$ cat src/rtl/pc_seq_pkg.sv
// pc_seq_pkg: shared types and constants for the PC fetch sequencer.
//   state_t        : sequencer states BOOT, FETCH, STALL, HALTED
//   INST_BYTES     : instruction size in bytes (PC step)
//   DEFAULT_ADDR_W : default PC / fetch address width
package pc_seq_pkg;
   typedef enum logic [1:0] {BOOT, FETCH, STALL, HALTED} state_t;
   localparam int unsigned INST_BYTES     = 4;
   localparam int unsigned DEFAULT_ADDR_W = 64;
endpackage

$ cat src/rtl/pc_incrementer.sv
// pc_incrementer: combinational sequential-PC adder, wraps modulo 2^ADDR_W.
//   pc   in  ADDR_W  current PC
//   next out ADDR_W  pc + INST_BYTES
module pc_incrementer
   import pc_seq_pkg::*;
#(
   parameter int unsigned ADDR_W = DEFAULT_ADDR_W
) (
   input  logic [ADDR_W-1:0] pc,
   output logic [ADDR_W-1:0] next
);
   assign next = pc + ADDR_W'(INST_BYTES);
endmodule

$ cat src/rtl/pc_fetch_sequencer.sv
// pc_fetch_sequencer: holds the PC, issues instruction fetches, advances by
// INST_BYTES per completed fetch, applies branch redirects and squashes
// wrong-path fetches; supports stall and halt/resume.
// Optional build macro PC_MISALIGN_TRAP_EN: a misaligned applied target loads
// TRAP_VECTOR and pulses misalign_trap; otherwise targets are used verbatim.
// Ports:
//   clk, reset (async, active-high)
//   stall, halt_req, resume             : flow control from downstream/control
//   redirect_valid, redirect_target     : taken branch from execute
//   imem_req, imem_addr, imem_ack       : instruction memory handshake
//   inst_valid, inst_pc                 : delivered instruction (1-cycle pulse)
//   pc, halted, misalign_trap           : architectural PC and status
module pc_fetch_sequencer
   import pc_seq_pkg::*;
#(
   parameter int unsigned       ADDR_W       = DEFAULT_ADDR_W,
   parameter logic [ADDR_W-1:0] RESET_VECTOR = '0,
   parameter logic [ADDR_W-1:0] TRAP_VECTOR  = ADDR_W'(64'h100)
) (
   input  logic              clk,
   input  logic              reset,
   input  logic              stall,
   input  logic              halt_req,
   input  logic              resume,
   input  logic              redirect_valid,
   input  logic [ADDR_W-1:0] redirect_target,
   input  logic              imem_ack,
   output logic              imem_req,
   output logic [ADDR_W-1:0] imem_addr,
   output logic              inst_valid,
   output logic [ADDR_W-1:0] inst_pc,
   output logic [ADDR_W-1:0] pc,
   output logic              halted,
   output logic              misalign_trap
);
   state_t            state, state_nxt;
   logic              redirect_pending;
   logic [ADDR_W-1:0] pending_target;
   logic [ADDR_W-1:0] pc_inc, tgt, tgt_applied, pc_nxt;
   logic              fetching, ack_fetch, squash, take, tgt_bad;

   pc_incrementer #(.ADDR_W(ADDR_W)) u_inc (.pc(pc), .next(pc_inc));

   assign fetching  = (state == FETCH);
   assign imem_req  = fetching;
   assign imem_addr = pc;
   assign halted    = (state == HALTED);

   always_comb begin
      ack_fetch = fetching && imem_ack;
      // A redirect seen with the ack (or captured earlier) makes this fetch wrong-path.
      squash    = ack_fetch && (redirect_pending || redirect_valid);
      // Outside FETCH nothing is pending, so the live target is chosen.
      tgt       = redirect_pending ? pending_target : redirect_target;
      take      = squash || (!fetching && redirect_valid);
`ifdef PC_MISALIGN_TRAP_EN
      tgt_bad   = (tgt[1:0] != 2'b00);
`else
      tgt_bad   = 1'b0;
`endif
      tgt_applied = tgt_bad ? TRAP_VECTOR : tgt;
      pc_nxt      = take ? tgt_applied : ack_fetch ? pc_inc : pc;
   end

   always_comb begin
      state_nxt = state;
      case (state)
         BOOT:    state_nxt = FETCH;
         FETCH:   state_nxt = !imem_ack ? FETCH : halt_req ? HALTED : stall ? STALL : FETCH;
         STALL:   state_nxt = halt_req ? HALTED : stall ? STALL : FETCH;
         HALTED:  state_nxt = (resume && !halt_req) ? FETCH : HALTED;
         default: state_nxt = BOOT;
      endcase
   end

   always_ff @(posedge clk or posedge reset) begin
      if (reset) state <= BOOT;
      else       state <= state_nxt;
   end

   always_ff @(posedge clk or posedge reset) begin
      if (reset) begin
         pc               <= RESET_VECTOR;
         inst_valid       <= 1'b0;
         inst_pc          <= '0;
         misalign_trap    <= 1'b0;
         redirect_pending <= 1'b0;
         pending_target   <= '0;
      end else begin
         pc            <= pc_nxt;
         inst_valid    <= ack_fetch && !squash;
         misalign_trap <= take && tgt_bad;
         if (ack_fetch && !squash) inst_pc <= pc;
         // Hold a redirect that arrives mid-fetch until the fetch completes; newest wins.
         redirect_pending <= fetching && !imem_ack && (redirect_valid || redirect_pending);
         if (fetching && !imem_ack && redirect_valid) pending_target <= redirect_target;
      end
   end
endmodule

$ cat config.mk
export PLATFORM = sky130hd
export DESIGN_NAME = pc_fetch_sequencer
export DESIGN_NICKNAME = d
export VERILOG_FILES = /design/src/rtl/pc_seq_pkg.sv /design/src/rtl/pc_incrementer.sv /design/src/rtl/pc_fetch_sequencer.sv
export SDC_FILE = /design/constraint.sdc
export NUM_CORES = 1
export LEC_CHECK = 0
export BUFFER_PORTS_ARGS = -buffer_cell sky130_fd_sc_hd__clkbuf_2
export CAP_MARGIN = 10
export CORE_MARGIN = 1
export CORE_UTILIZATION = 48
export CTS_CLUSTER_SIZE = 8
export DETAILED_ROUTE_END_ITERATION = 10
export PLACE_DENSITY = 0.77
export SETUP_SLACK_MARGIN = 0.2
export SLEW_MARGIN = 20
export SYNTH_ARGS = -nofsm -noshare
export SYNTH_HDL_FRONTEND = slang
export SYNTH_SLANG_ARGS = --single-unit
$ cat constraint.sdc
create_clock -name clk -period 6.6 [get_ports clk]
set_clock_uncertainty 0.2 [all_clocks]
set_input_delay 1.32 -clock clk [delete_from_list [all_inputs] [get_ports clk]]
set_output_delay 1.32 -clock clk [all_outputs]
set_load 0.1 [all_outputs]
==> results.toml, run 1 <==
[worst_setup_path]
crit_type = "input port to flop"
reg2reg_depth = 7
crit_fanout = 33
worstSetupStartpointType = "input port"
crit_arrival_ns = 3.78
crit_required_ns = 6.72
endpoint_kind = "flop"

[global_routing]
track_usage_pct = 27.3
grt_pass1_vias = 8593
overflow = 0
grt_max_degree = 174
antenna_found_initial = 0
grt_pass1_wl_um = 46000

[cts]
cts_resized = 0
cts_buffer_depth = 2
postCtsSetupRepairBufs = 0
path_clk_slew_ns = 0.07
htree_num_levels = 4
cts_made_buffers = 17
clock-sinks = 196
insertion_delay_ns = 0.44
cts_tree = "done"
clockRootBuffer = "clkbuf_16"
cts_hold_buf = 0

[placement]
dp.cells = 1505
io_buffers = 265
hpwl_um = 19200
gp_congestion = 0.868
place_area_mm2 = 0.0111

[route]
drc = 0
vias = 8997
ant_nets = 0
drt_iter0_drc = 787
post_drt_wl_per_cell_um = 18.9
wirelength_um = 29000
firstDrtPassIters = 5
via_per_inst = 5.86

[logic_synthesis]
yosysWarnings = 0
synth_flop_cell = "dfrtp_1"
synth_edf_count = 0
ys_seq_area_share_pct = 48.8
syn_nets = 1162
synth-seq-cells = 196
yosysTopAreaCellShare_pct = 48.8
post-synth-top-area-cell = "dfrtp_1"
netlist_area_mm2 = 0.0100
synthCells = 1090
async_flop_share_pct = 100
postSynthAreaPerCell_um2 = 9.22
synthDistinctLibCells = 57
yosys-top-cells-area = "dfrtp_1 49%, nand2_1 8.3%, mux2_2 7.3%"

[sta]
rsz0062_at_grt = "no"
max_slew_margin_pct = 25.5
hold_viol_final = 0
setup-violations-final = 0
finalHoldWorstSlack_ns = 0.274
layout_min_cycle_time_ns = 3.66
timing.fmax_mhz = 273
maxSlewViolCount = 0
fin_crit_sh_pct = 55.5
worst_pin_slew_ns = 1.12
finalSetupTns_ns = 0

[final_layout]
layout_commonest_cell = "clkbuf_2"
syn2layout_area_growth_pct = 17.1
final_area_mm2 = 0.0118
fill_cells = 1773
multi_input_area_mm2 = 0.00440
diodes = 0
stdcell_count = 1535
drive_gt1_share_pct = 31.2
final_nets = 1327
seq_area_mm2 = 0.00491
layout_common_cells = "265 x clkbuf_2, 223 x nand2_1, 195 x dfrtp_1, 94 x a21oi_1, 66 x nor2_1"

[floorplanning]
fp.dieW_um = 147
die_h_um = 147
start_util_pct = 49.3
core_mm2 = 0.0204
num_io_pins = 267
dieArea_mm2 = 0.0215
rows = 52

[min_path]
hp-class = "flop to flop"
whs_path_depth = 2

[outcome]
status = "complete, no violations"

[flow_run]
maxCapViolations = 0
state kept, by name, indices dropped and copies added (netlist names):
register          flops
pending_target       64
redirect_pending      1
imem_addr            64
inst_valid            1
inst_pc              64
state                 2
layer usage:
metal	vias to the layer above	part of all wire (%)	global-route usage, %
li1	4123	-	-
met1	4329	43	36.6
met2	475	47	43.7
met3	70	7.1	4.34
met4	0	3.2	11.6
met5	-	0	0
worst max-delay path: stages:
cell	delay (ns)
clkbuf_2	0.37
clkinv_1	0.21
buf_4	0.38
nand2_1	0.70
or3_1	0.60
o221ai_1	0.08
a21oi_1	0.10
final cells by class:
class,count,share of cell area [%]
Inverter,15,0.510
Tap cell,270,2.87
Clock buffer,18,3.73
Multi-Input combinational cell,748,37.4
Timing Repair Buffer,277,12.3
Clock inverter,11,1.51
Sequential cell,196,41.7
stage by stage:
stage	util [%]	worst slack, ns
2_1_floorplan	-	2.55
3_3_place_gp	54.6	2.56
3_5_place_dp	54.6	2.48
4_1_cts	57.7	2.93
5_1_grt	57.8	2.84
6_report	57.8	2.94
worst paths after layout:
kind | start | endpoint | slack [ns]
setup / recovery | redirect_valid | imem_addr[31] | 2.94
hold / removal | inst_pc[1] | inst_pc[1] | 0.27
setup reg to reg | imem_addr[2] | imem_addr[54] | 3.37
hold reg to reg | inst_pc[1] | inst_pc[1] | 0.27
max in group asynchronous | reset | imem_addr[0] | 4.13
min in group asynchronous | reset | inst_pc[48] | 0.70
synth_stat cells (all sizes together), types with 10 or more instances:
master	n
a211oi	10
a21oi	94
a311oi	11
and3	11
buf	79
clkbuf	52
dfrtp	196
inv	13
mux2	65
nand2	224
nand3	29
nand4	19
nor2	67
nor3	37
o21ai	39
o22ai	30
logic make-up (layout without fill, tap and decap cells):
family	after synthesis	in the layout	synth area share, %
AO/OA/AOI/OAI	247	247	15.3
adder cells (fa/ha/maj)	1	1	0.125
buffers and inverters	146	321	7.97
flip-flops	196	196	48.8
multiplexers	72	72	7.98
other	1	1	0.0373
AND/OR/NAND/NOR	427	427	19.8
Power of run 1 is not shown: default switching activity piles up to over one toggle a cycle in this logic, so the estimate is an artifact.
==> run 2, diff against run 1 <==
==> constraint.sdc (replaced) <==
create_clock -name clk -period 3.28 [get_ports clk]
set_clock_uncertainty 0.2 [all_clocks]
set_input_delay 0.656 -clock clk [delete_from_list [all_inputs] [get_ports clk]]
set_output_delay 0.656 -clock clk [all_outputs]
set_load 0.1 [all_outputs]
==> results.toml, run 2 (synthesis results as in run 1) <==
[worst_setup_path]
reg2reg_to = "imem_addr[40]"
cp_slowest_cell = "clkbuf_2"
endpoint_kind = "output pin"
crit_fanout = 6
crit_chain = "nand2b_1, inv_1, clkbuf_2"
crit_type = "flop to output pin"
crit_end = "imem_req"
timing.rr.start = "imem_addr[2]"
crit_required_ns = 2.42
crit_arrival_ns = 2.03
worstSetupStartpoint = "state[1]"
cpPeakStageDelay_ns = 0.54
rrSetupSlack_ns = 0.45
worstSetupStartpointType = "flop"
reg2reg_depth = 7

[floorplanning]
num_io_pins = 267
die_h_um = 147
start_util_pct = 49.3
fp.dieW_um = 147
dieArea_mm2 = 0.0215
core_mm2 = 0.0204
rows = 52

[route]
post_drt_wl_per_cell_um = 18.8
firstDrtPassIters = 5
drt_iter0_drc = 891
wirelength_um = 29400
drc = 0
vias = 9141
ant_nets = 0
via_per_inst = 5.86

[sta]
worst_pin_slew_ns = 0.817
layout_min_cycle_time_ns = 2.89
hold_viol_final = 0
setup_ws_ns = 0.390
max_slew_margin_pct = 45.5
setup-violations-final = 0
fin_crit_sh_pct = 88.1
finalSetupTns_ns = 0
rsz0062_at_grt = "no"
maxSlewViolCount = 0
timing.fmax_mhz = 346

[cts]
insertion_delay_ns = 0.44
clock-sinks = 196
cts_made_buffers = 17
cts_tree = "done"
path_clk_slew_ns = 0.07
postCtsSetupRepairBufs = 0
htree_num_levels = 4
cts_buffer_depth = 2
cts_resized = 0
cts_hold_buf = 0
clockRootBuffer = "clkbuf_16"

[global_routing]
grt_pass1_vias = 8619
grt_pass1_wl_um = 46900
grt_max_degree = 136
antenna_found_initial = 1
overflow = 0
track_usage_pct = 27.8

[flow_run]
maxCapViolations = 0

[final_layout]
final_nets = 1349
fill_cells = 1768
syn2layout_area_growth_pct = 18.5
drive_gt1_share_pct = 32.5
layout_common_cells = "265 x clkbuf_2, 223 x nand2_1, 195 x dfrtp_1, 94 x a21oi_1, 66 x nor2_1"
layout_commonest_cell = "clkbuf_2"

[placement]
gp_congestion = 0.896
hpwl_um = 20100
post-place-ws_ns = 0.502
io_buffers = 265

[outcome]
status = "complete, no violations"

[min_path]
hp-class = "input port to async pin"
-- run 2: metal layers --
layer  global-route usage (%)  vias up  part of all wire, %
li1                         -     4168                    -
met1                     38.4     4466                   43
met2                     42.5      440                   46
met3                     5.56       67                  7.4
met4                     11.6        0                  3.1
met5                        0        -                    0
-- run 2: cell type report --
type,instances,area [µm²],share of cell area [%]
flip-flops and latches,196,4910,41.2
multi-input cells,748,4400,37.0
repair buffers,299,1620,13.6
clock buffers,21,480,4.04
well taps,270,338,2.84
clock inverters,10,98.8,0.830
inverters,15,60.1,0.505
diodes,1,2.50,0.0210
-- run 2: through the flow --
step	util [%]	area, µm²	std cells	hold WS [ns]
floorplan	-	10100	1090	0.272
CTS	58.4	11900	1559	0.203
global route	58.5	11900	1560	0.225
global placement	55.6	11300	1528	0.257
finish	58.5	11900	1560	0.152
detailed placement	55.6	11300	1528	0.261
-- run 2: worst min path at each step --
stage,to,depth (start not counted),slack [ns]
2_1_floorplan,pending_target[27],1,0.27
3_3_place_gp,inst_pc[50],2,0.26
3_5_place_dp,inst_pc[32],2,0.26
4_1_cts,state[0],2,0.20
5_1_grt,state[0],2,0.23
6_report,pending_target[49],3,0.15
-- run 2: worst max-delay path, delay by kind of cell, from the launching register on --
family / cells / cell delay, ns
simple gates: 1 / 0.32
buf+inv: 2 / 0.77
flops: 1 / 0.50
Power of run 2 is left out for the same reason.
==> run 3, diff against run 2 <==
--- a/config.mk
+++ b/config.mk
@@ -5,13 +5,14 @@
 export SDC_FILE = /design/constraint.sdc
 export NUM_CORES = 1
 export LEC_CHECK = 0
+export ABC_CLOCK_PERIOD_IN_PS = 3280
 export BUFFER_PORTS_ARGS = -buffer_cell sky130_fd_sc_hd__clkbuf_2
 export CAP_MARGIN = 10
 export CORE_MARGIN = 1
 export CORE_UTILIZATION = 48
 export CTS_CLUSTER_SIZE = 8
 export DETAILED_ROUTE_END_ITERATION = 10
-export PLACE_DENSITY = 0.77
+export PLACE_DENSITY = 0.74
 export SETUP_SLACK_MARGIN = 0.2
 export SLEW_MARGIN = 20
 export SYNTH_ARGS = -nofsm -noshare
==> results.toml, run 3 (synthesis results as in run 1) <==
[route]
drt_iter0_drc = 958
ant_nets = 0
vias = 9016
drc = 0
post_drt_wl_per_cell_um = 18.8
wirelength_um = 29300
via_per_inst = 5.78
firstDrtPassIters = 5

[placement]
gp_congestion = 0.856
dp.cells = 1527
hpwl_um = 20300
io_buffers = 265

[global_routing]
overflow = 0
antenna_found_initial = 1
grt_max_degree = 108
track_usage_pct = 27.6
grt_pass1_wl_um = 46200
grt_pass1_vias = 8592

[flow_run]
maxCapViolations = 0

[final_layout]
final_nets = 1348
layout_commonest_cell = "clkbuf_2"
syn2layout_area_growth_pct = 18.4
stdcell_count = 1560
drive_gt1_share_pct = 32.5
layout_common_cells = "265 x clkbuf_2, 223 x nand2_1, 195 x dfrtp_1, 94 x a21oi_1, 66 x nor2_1"

[worst_setup_path]
worstSetupStartpointType = "flop"
crit_fanout = 6
timing.rr.start = "imem_addr[2]"
endpoint_kind = "output pin"
reg2reg_to = "imem_addr[40]"
crit_arrival_ns = 1.97
crit_end = "imem_req"
crit_required_ns = 2.42
rrSetupSlack_ns = 0.58
worstSetupStartpoint = "state[1]"
crit_type = "flop to output pin"
reg2reg_depth = 7

[floorplanning]
core_mm2 = 0.0204
rows = 52
die_h_um = 147
start_util_pct = 49.3
dieArea_mm2 = 0.0215
num_io_pins = 267
fp.dieW_um = 147

[cts]
path_clk_slew_ns = 0.07
cts_made_buffers = 17
cts_hold_buf = 0
postCtsSetupRepairBufs = 0
htree_num_levels = 4
clockRootBuffer = "clkbuf_16"
insertion_delay_ns = 0.45
cts_buffer_depth = 2
cts_tree = "done"
clock-sinks = 196
cts_resized = 0

[sta]
setup-violations-final = 0
finalHoldWorstSlack_ns = 0.110
max_slew_margin_pct = 59.5
fin_crit_sh_pct = 86.3
worst_pin_slew_ns = 0.608
layout_min_cycle_time_ns = 2.83
maxSlewViolCount = 0
timing.fmax_mhz = 353
rsz0062_at_grt = "no"
hold_viol_final = 0

[min_path]
hp-class = "input port to async pin"

[outcome]
status = "complete, no violations"
## run 3: cell count changes in the layout (fill, tap and decap cells not counted)
cell and delta:
buf_4 -3, buf_12 +2, clkinvlp_4 +2, bufinv_16 -1, clkinv_4 -1, diode_2 +1
## run 3: layout make-up
cell class / count / area (µm²)
multi-input cells: 748 / 4400
diodes: 2 / 5.00
flip-flops and latches: 196 / 4910
fillers: 1821 / 8460
clock buffers: 21 / 480
inverters: 15 / 60.1
repair buffers: 298 / 1640
clock inverters: 10 / 75.1
well taps: 270 / 338
## run 3: how the worst min path moves through the flow
stage,end,startpoint,cells past startpoint,slack (ns)
CTS,inst_pc[48],reset,3,0.14
floorplan,pending_target[27],pending_target[27],1,0.27
global route,inst_pc[44],reset,3,0.15
global placement,inst_pc[55],inst_pc[55],2,0.26
finish,inst_pc[44],reset,3,0.11
detailed placement,inst_pc[20],inst_pc[20],2,0.26
## run 3: layer usage
metal  up-vias  track usage, %  routed length, µm
li1       4159               -                  -
met1      4372            38.2              12700
met2       425            42.1              13400
met3        60            4.88               2240
met4         0            13.0                906
met5         -               0                  0
## run 3: per-stage QoR
step | util [%] | instance area [µm²] | setup TNS [ns] | setup WS (ns)
after floorplan | - | 10100 | -21.24 | -0.108
after global placement | 55.7 | 11300 | 0 | 0.717
after detailed placement | 55.7 | 11300 | 0 | 0.650
after CTS | 58.4 | 11900 | 0 | 0.440
after global routing | 58.4 | 11900 | 0 | 0.391
final | 58.4 | 11900 | 0 | 0.451
## run 3: worst max-delay path, cell delays in order, from the launching register on
cell and delay (ns):
dfrtp_1 0.48, nand2b_1 0.31, inv_1 0.22, clkbuf_2 0.50
Power of run 3 is left out for the same reason.
